$ cat src/rtl/mmio_timer_pkg.sv
// Shared constants and types for the memory-mapped timer responder.
// Register offsets cover the optional PSC register enabled by MMIO_TIMER_PRESCALE_EN.
package mmio_timer_pkg;

  localparam int unsigned REG_W = 32;
  localparam int unsigned PSC_W = 16;

  localparam logic [7:0] OFF_CTRL  = 8'h00;
  localparam logic [7:0] OFF_LOAD  = 8'h04;
  localparam logic [7:0] OFF_COUNT = 8'h08;
  localparam logic [7:0] OFF_STAT  = 8'h0C;
  localparam logic [7:0] OFF_PSC   = 8'h10;

  localparam int unsigned CTRL_EN   = 0;
  localparam int unsigned CTRL_AR   = 1;
  localparam int unsigned CTRL_IE   = 2;
  localparam int unsigned STAT_PEND = 0;

  // Packed so that bit 0 is en, matching the CTRL register layout
  typedef struct packed {
    logic ie;
    logic ar;
    logic en;
  } ctrl_t;

endpackage

$ cat src/rtl/mmio_timer_resp_if.sv
// Data-memory bus as seen by the timer: core (master) drives strobes, timer returns data.
interface mmio_timer_resp_if;
  import mmio_timer_pkg::*;

  logic             mem_ren;
  logic             mem_wen;
  logic [REG_W-1:0] mem_addr;
  logic [REG_W-1:0] mem_wdata;
  logic [REG_W-1:0] mem_rdata;
  logic             hit;

  modport master (output mem_ren, mem_wen, mem_addr, mem_wdata,
                  input  mem_rdata, hit);
  modport slave  (input  mem_ren, mem_wen, mem_addr, mem_wdata,
                  output mem_rdata, hit);
endinterface

$ cat src/rtl/mmio_timer_resp_tick_prescaler.sv
// Tick divider: one tick every psc+1 enabled cycles, restartable.
// Only built when MMIO_TIMER_PRESCALE_EN is defined.
`ifdef MMIO_TIMER_PRESCALE_EN
module tick_prescaler
  import mmio_timer_pkg::*;
(
  input  logic             clk,
  input  logic             rst_n,
  input  logic             en,
  input  logic             restart,
  input  logic [PSC_W-1:0] psc,
  output logic             tick
);

  logic [PSC_W-1:0] cnt;
  logic [PSC_W-1:0] cnt_n;

  always_comb begin
    tick  = en && (cnt == psc);
    cnt_n = cnt;
    if (restart)  cnt_n = '0;
    else if (en)  cnt_n = tick ? '0 : cnt + PSC_W'(1);
  end

  always_ff @(posedge clk or negedge rst_n) begin
    if (!rst_n) cnt <= '0;
    else        cnt <= cnt_n;
  end

endmodule
`endif

$ cat src/rtl/mmio_timer_resp.sv
// Memory-mapped down-counting timer on the CPU data bus with level interrupt.
// Optional prescaler register (offset 0x10) enabled by MMIO_TIMER_PRESCALE_EN.
module mmio_timer_resp
  import mmio_timer_pkg::*;
#(
  parameter logic [31:0] BASE_ADDR = 32'hFFFF_FF00,
  parameter int unsigned CNT_W     = 32
)(
  input  logic               clk,
  input  logic               rst_n,
  mmio_timer_resp_if.slave   bus,
  output logic               irq
);

  ctrl_t            ctrl,  ctrl_n;
  logic [CNT_W-1:0] load,  load_n;
  logic [CNT_W-1:0] count, count_n;
  logic             pend,  pend_n;

  logic             in_win_c;
  logic [7:0]       off_c;
  logic             wr_c, wr_ctrl_c, wr_load_c, wr_count_c, wr_stat_c;
  logic             tick_c, expire_c;
  logic [REG_W-1:0] rdata_c;

  // Window decode on the upper 24 bits; byte lane bits are dropped from the offset
  assign in_win_c   = (bus.mem_addr & 32'hFFFF_FF00) == (BASE_ADDR & 32'hFFFF_FF00);
  assign off_c      = bus.mem_addr[7:0] & 8'hFC;
  assign wr_c       = bus.mem_wen & in_win_c;
  assign wr_ctrl_c  = wr_c & (off_c == OFF_CTRL);
  assign wr_load_c  = wr_c & (off_c == OFF_LOAD);
  assign wr_count_c = wr_c & (off_c == OFF_COUNT);
  assign wr_stat_c  = wr_c & (off_c == OFF_STAT);

`ifdef MMIO_TIMER_PRESCALE_EN
  logic [PSC_W-1:0] psc;
  logic             wr_psc_c, restart_c;

  assign wr_psc_c  = wr_c & (off_c == OFF_PSC);
  assign restart_c = wr_psc_c | (wr_ctrl_c & bus.mem_wdata[CTRL_EN] & ~ctrl.en);

  tick_prescaler u_prescaler (
    .clk     (clk),
    .rst_n   (rst_n),
    .en      (ctrl.en),
    .restart (restart_c),
    .psc     (psc),
    .tick    (tick_c)
  );

  always_ff @(posedge clk or negedge rst_n) begin
    if (!rst_n)        psc <= '0;
    else if (wr_psc_c) psc <= bus.mem_wdata[PSC_W-1:0];
  end
`else
  assign tick_c = ctrl.en;
`endif

  assign expire_c = tick_c && (count == '0);

  // Later assignments take priority: hw set over STAT clear, bus writes over tick effects
  always_comb begin
    ctrl_n  = ctrl;
    load_n  = load;
    count_n = count;
    pend_n  = pend;
    if (tick_c) begin
      if (count != '0)  count_n   = count - CNT_W'(1);
      else if (ctrl.ar) count_n   = load;
      else              ctrl_n.en = 1'b0;
    end
    if (wr_stat_c && bus.mem_wdata[STAT_PEND]) pend_n = 1'b0;
    if (expire_c)   pend_n  = 1'b1;
    if (wr_ctrl_c)  ctrl_n  = ctrl_t'(bus.mem_wdata[CTRL_IE:CTRL_EN]);
    if (wr_load_c)  load_n  = bus.mem_wdata[CNT_W-1:0];
    if (wr_count_c) count_n = bus.mem_wdata[CNT_W-1:0];
  end

  always_comb begin
    rdata_c = '0;
    unique case (off_c)
      OFF_CTRL:  rdata_c = REG_W'(ctrl);
      OFF_LOAD:  rdata_c = REG_W'(load);
      OFF_COUNT: rdata_c = REG_W'(count);
      OFF_STAT:  rdata_c = REG_W'(pend);
`ifdef MMIO_TIMER_PRESCALE_EN
      OFF_PSC:   rdata_c = REG_W'(psc);
`endif
      default:   rdata_c = '0;
    endcase
  end

  always_ff @(posedge clk or negedge rst_n) begin
    if (!rst_n) begin
      ctrl          <= '0;
      load          <= '0;
      count         <= '0;
      pend          <= 1'b0;
      bus.mem_rdata <= '0;
      bus.hit       <= 1'b0;
    end else begin
      ctrl          <= ctrl_n;
      load          <= load_n;
      count         <= count_n;
      pend          <= pend_n;
      bus.hit       <= bus.mem_ren & in_win_c;
      bus.mem_rdata <= (bus.mem_ren & in_win_c) ? rdata_c : '0;
    end
  end

  assign irq = pend & ctrl.ie;

endmodule

$ cat src/flat_wrapper.sv
// flat-port wrapper written by rule: the top's interface ports become plain ports
module mmio_timer_resp_flat import mmio_timer_pkg::*;
#(
  parameter logic [31:0] BASE_ADDR = 32'hFFFF_FF00,
  parameter int unsigned CNT_W     = 32
)
  (clk, rst_n, irq, bus_mem_ren, bus_mem_wen, bus_mem_addr, bus_mem_wdata, bus_mem_rdata, bus_hit);
  mmio_timer_resp_if bus_i ();
  input  logic clk;
  input  logic rst_n;
  output logic irq;
  input wire logic [$bits(bus_i.mem_ren)-1:0] bus_mem_ren;
  input wire logic [$bits(bus_i.mem_wen)-1:0] bus_mem_wen;
  input wire logic [$bits(bus_i.mem_addr)-1:0] bus_mem_addr;
  input wire logic [$bits(bus_i.mem_wdata)-1:0] bus_mem_wdata;
  output wire logic [$bits(bus_i.mem_rdata)-1:0] bus_mem_rdata;
  output wire logic [$bits(bus_i.hit)-1:0] bus_hit;
  assign bus_i.mem_ren = bus_mem_ren;
  assign bus_i.mem_wen = bus_mem_wen;
  assign bus_i.mem_addr = bus_mem_addr;
  assign bus_i.mem_wdata = bus_mem_wdata;
  assign bus_mem_rdata = bus_i.mem_rdata;
  assign bus_hit = bus_i.hit;
  mmio_timer_resp #(.BASE_ADDR(BASE_ADDR), .CNT_W(CNT_W)) u_core (.clk(clk), .rst_n(rst_n), .bus(bus_i), .irq(irq));
endmodule
$ cat config.mk
export PLATFORM = sky130hd
export DESIGN_NAME = mmio_timer_resp_flat
export DESIGN_NICKNAME = d
export VERILOG_FILES = /design/src/rtl/mmio_timer_pkg.sv /design/src/rtl/mmio_timer_resp_if.sv /design/src/rtl/mmio_timer_resp_tick_prescaler.sv /design/src/rtl/mmio_timer_resp.sv /design/src/flat_wrapper.sv
export SDC_FILE = /design/constraint.sdc
export NUM_CORES = 1
export LEC_CHECK = 0
export ABC_AREA = 1
export BUFFER_PORTS_ARGS = -buffer_cell sky130_fd_sc_hd__clkbuf_2
export CAP_MARGIN = 10
export CORE_ASPECT_RATIO = 1.1
export CORE_UTILIZATION = 38
export DETAILED_ROUTE_END_ITERATION = 7
export GPL_TIMING_DRIVEN = 0
export PLACE_DENSITY_LB_ADDON = 0.3
export SLEW_MARGIN = 10
export SYNTH_ARGS = -nofsm -noshare
export SYNTH_HDL_FRONTEND = slang
export SYNTH_HIERARCHICAL = 1
export SYNTH_SLANG_ARGS = --single-unit
$ cat constraint.sdc
create_clock -name clk -period 1.89 [get_ports clk]
set_clock_uncertainty 0.15 [all_clocks]
set_input_delay 0.378 -clock clk [delete_from_list [all_inputs] [get_ports clk]]
set_output_delay 0.378 -clock clk [all_outputs]
set_load 0.01 [all_outputs]
==> results.md <==
- Die X-Extent: 123 um
- Area leader, netlist: dfrtp_1
- WS Path Type: reg2reg
- Die H: 135 um
- Hold_ws: 0.0693 ns
- Crit path time final: 1.93 ns
- Count of different cell masters after synthesis: 34
- Post-synth EDFFs: 0
- Area grow syn2layout: 34.8%
- Residual DRC: 0
- Reg2reg path depth: 11
- Worst Tran Pin Value: 0.601 ns
- I/O pin cnt: 102
- Max Clk Rate: 0.518 GHz
- Vias: 6401
- Total length of routed wires: 20100 um
- Largest net degree at the start of global routing: 56
- IO Port Bufs: 99
- CP arrival: 2.02 ns
- Final WS setup: -0.0401 ns
- Layout Utilization: 52.2%
- Seq/Total Area, Yosys: 41.6%
- DR iter-0 viols: 499
- Prevailing post-synth register cell: dfrtp_1
- CP max-delay cell: dfrtp_2
- GP Congestion: 0.945
- Main area contributors after synthesis: dfrtp_1 42%, nand2_1 23%, nand3_1 7.3%
- Area share of the leading cell type in the synthesized netlist: 41.6%
- Setup violators final: 21
- Die Footprint: 16500 um^2
- Synth Net Count: 968
- Unrepaired setup endpoints after global routing: true
- Setup TNS: -0.442 ns
- Clk buf depth: 2
- Avg WL per Cell: 15.8 um
- Initial antenna violation count: 0
- Gr usage total: 25.0%
- Pre-antenna DRT Iters: 5
- Root Buffer: clkbuf_16
- Initial core utilization: 38.8%
- GRT overflow: 0
- Startpoint types: flip-flop
- Fin crit share: 102%
- Worst-path fanout max: 10
- DP HPWL: 13900 um
- Layout cells sized above 1: 30.5%
- Status: finished with violations
- Cts bufs inserted: 9
- First-pass GRT wire length: 31000 um
- Clock sink total: 101
- Cell row count: 48
- Vias/cell: 5.02
- Pwr Total: 0.00419 W
- Diodes inserted: 0
- TritonCTS clock tree: yes
- Worst Hold Path Cells: 3
- Mean area per synthesized cell: 6.76 um^2
- Synthesized flop and latch total: 101
- Post-Syn Area: 6070 um^2
- Max Cap Viol: 0
- Pwr dens: 511 nW/um^2
- Violated checks: negative setup slack
- CP Capture Type: flip-flop
- VDD IR max: 359 uV
- CP cell instances: nor2_4 > nand2_2 > nor2_4 > nand2_4 > nor2_8 > nand2_4 > nand2_8 > nand2_8 > buf_8 > nand3b_1 > nand2_1
- Core area: 15700 um^2
- FFs w/ async S/R, synth: 100%
- Vias in the first global route: 5874
- Largest stage delay, worst path: 0.47 ns
- Final Hold Fails: 0
- Yosys warnings: 6
- Insertion delay to the later sink of the worst-skew pair: 0.36 ns
- Worst-path clk slew: 0.07 ns
- Layout Nets: 1139
- Number of nets with antenna violations after routing: 0
- Hold WC Path Type: in2reg
- CP Data Required Time: 1.98 ns
- Max-slew violations: 0
- Post-Synthesis Cells: 898
- Htree depth: 3
- Leak: 4.13 nW
- Slew margin rel.: 59.9%
==> worst paths after layout <==
path	from	to	slack [ns]
max in group asynchronous	rst_n	u_core/count[8]	0.58
min in group asynchronous	rst_n	u_core/bus.mem_rdata[22]	0.37
worst min-delay path	bus_mem_ren	u_core/bus.hit	0.07
worst max register to register	u_core/count[9]	u_core/count[17]	-0.04
worst min register to register	u_core/load[26]	u_core/load[26]	0.35
worst max-delay path	u_core/count[9]	u_core/count[17]	-0.04
==> layout make-up <==
type / count / area [um^2]
multi-input combinational: 677 / 3430
clock buffer: 9 / 225
sequential: 101 / 2560
buffer: 34 / 243
inverter: 86 / 325
timing repair buffer: 160 / 1090
tap: 200 / 250
clock inverter: 7 / 66.3
fill: 1562 / 7490
==> sequential cells by signal, indices dropped and copies added (netlist names) <==
signal	count
u_core/bus.hit	1
u_core/bus.mem_rdata	32
u_core/count	32
u_core/ctrl	2
u_core/load	32
u_core/pend	1
u_core/tick_c	1
==> where the power goes <==
part	switching, W	internal (W)
registers	0.000000000402	0.00216
logic	0.000104	0.0000672
clock network	0.000838	0.00102
total	0.000942	0.00325
==> stage by stage <==
step	setup slack, ns	std cells	cell area, um^2
2_1_floorplan	0.0369	898	6070
3_3_place_gp	-1.19	1197	6820
3_5_place_dp	-0.744	1198	6860
4_1_cts	-0.0119	1253	7730
5_1_grt	-0.123	1274	8190
6_report	-0.0401	1274	8190
==> cell usage in the layout, fill, tap and decap left out, drive strengths merged, types with 2 or more instances in the layout <==
master / Yosys / final
nand2: 383 / 383
clkbuf: 21 / 129
dfrtp: 101 / 101
nand3: 96 / 96
nor2: 92 / 92
inv: 86 / 86
buf: 13 / 73
a21oi: 30 / 30
o21ai: 28 / 28
nand3b: 20 / 20
nand4: 13 / 13
clkinv: 0 / 5
a31oi: 3 / 3
xor2: 3 / 3
ha: 2 / 2
and2: 2 / 2
==> routing by layer <==
| layer | track usage (%) | wire (um) |
|---|---|---|
| met4 | 9.82 | 435 |
| met2 | 41.3 | 9900 |
| met1 | 32.7 | 8720 |
| met3 | 3.84 | 1060 |
| met5 | 0 | 0 |
==> cell families (layout without fill, tap and decap cells) <==
kind of cell	after synthesis	in the layout	synth area share, %
AO/OA/AOI/OAI	64	64	5.46
XOR/XNOR	4	4	0.577
adder cells (fa/ha/maj)	2	2	0.412
buffers and inverters	120	296	7.99
flip-flops	101	101	41.6
AND/OR/NAND/NOR	607	607	44.0
==> worst max-delay path, delay by kind of cell, from the launching register on <==
family	cells	cell delay [ns]
simple gates	10	1.02
flops	1	0.47
buf+inv	1	0.15
==> synth_stat cells, types with 4 or more instances <==
cell,number
inv_1,84
dfrtp_1,101
a21oi_1,30
nand4_1,12
clkbuf_1,21
nand3_2,8
nand3_1,88
nor2_2,5
nand3b_1,19
nor2_1,82
nand2_2,4
nor2_4,4
nand2_1,375
o21ai_0,28
buf_2,7
==> repair_timing <==
action	4_1_cts	5_1_grt
pin swaps	23	32
hold buffers	1	0
hold endpoints to repair	46	0
resized for setup	97	94
setup buffers	37	19
endpoints found under the setup margin	83	86
gates cloned	2	2
Note: power is estimated with default switching activity, not from simulation.
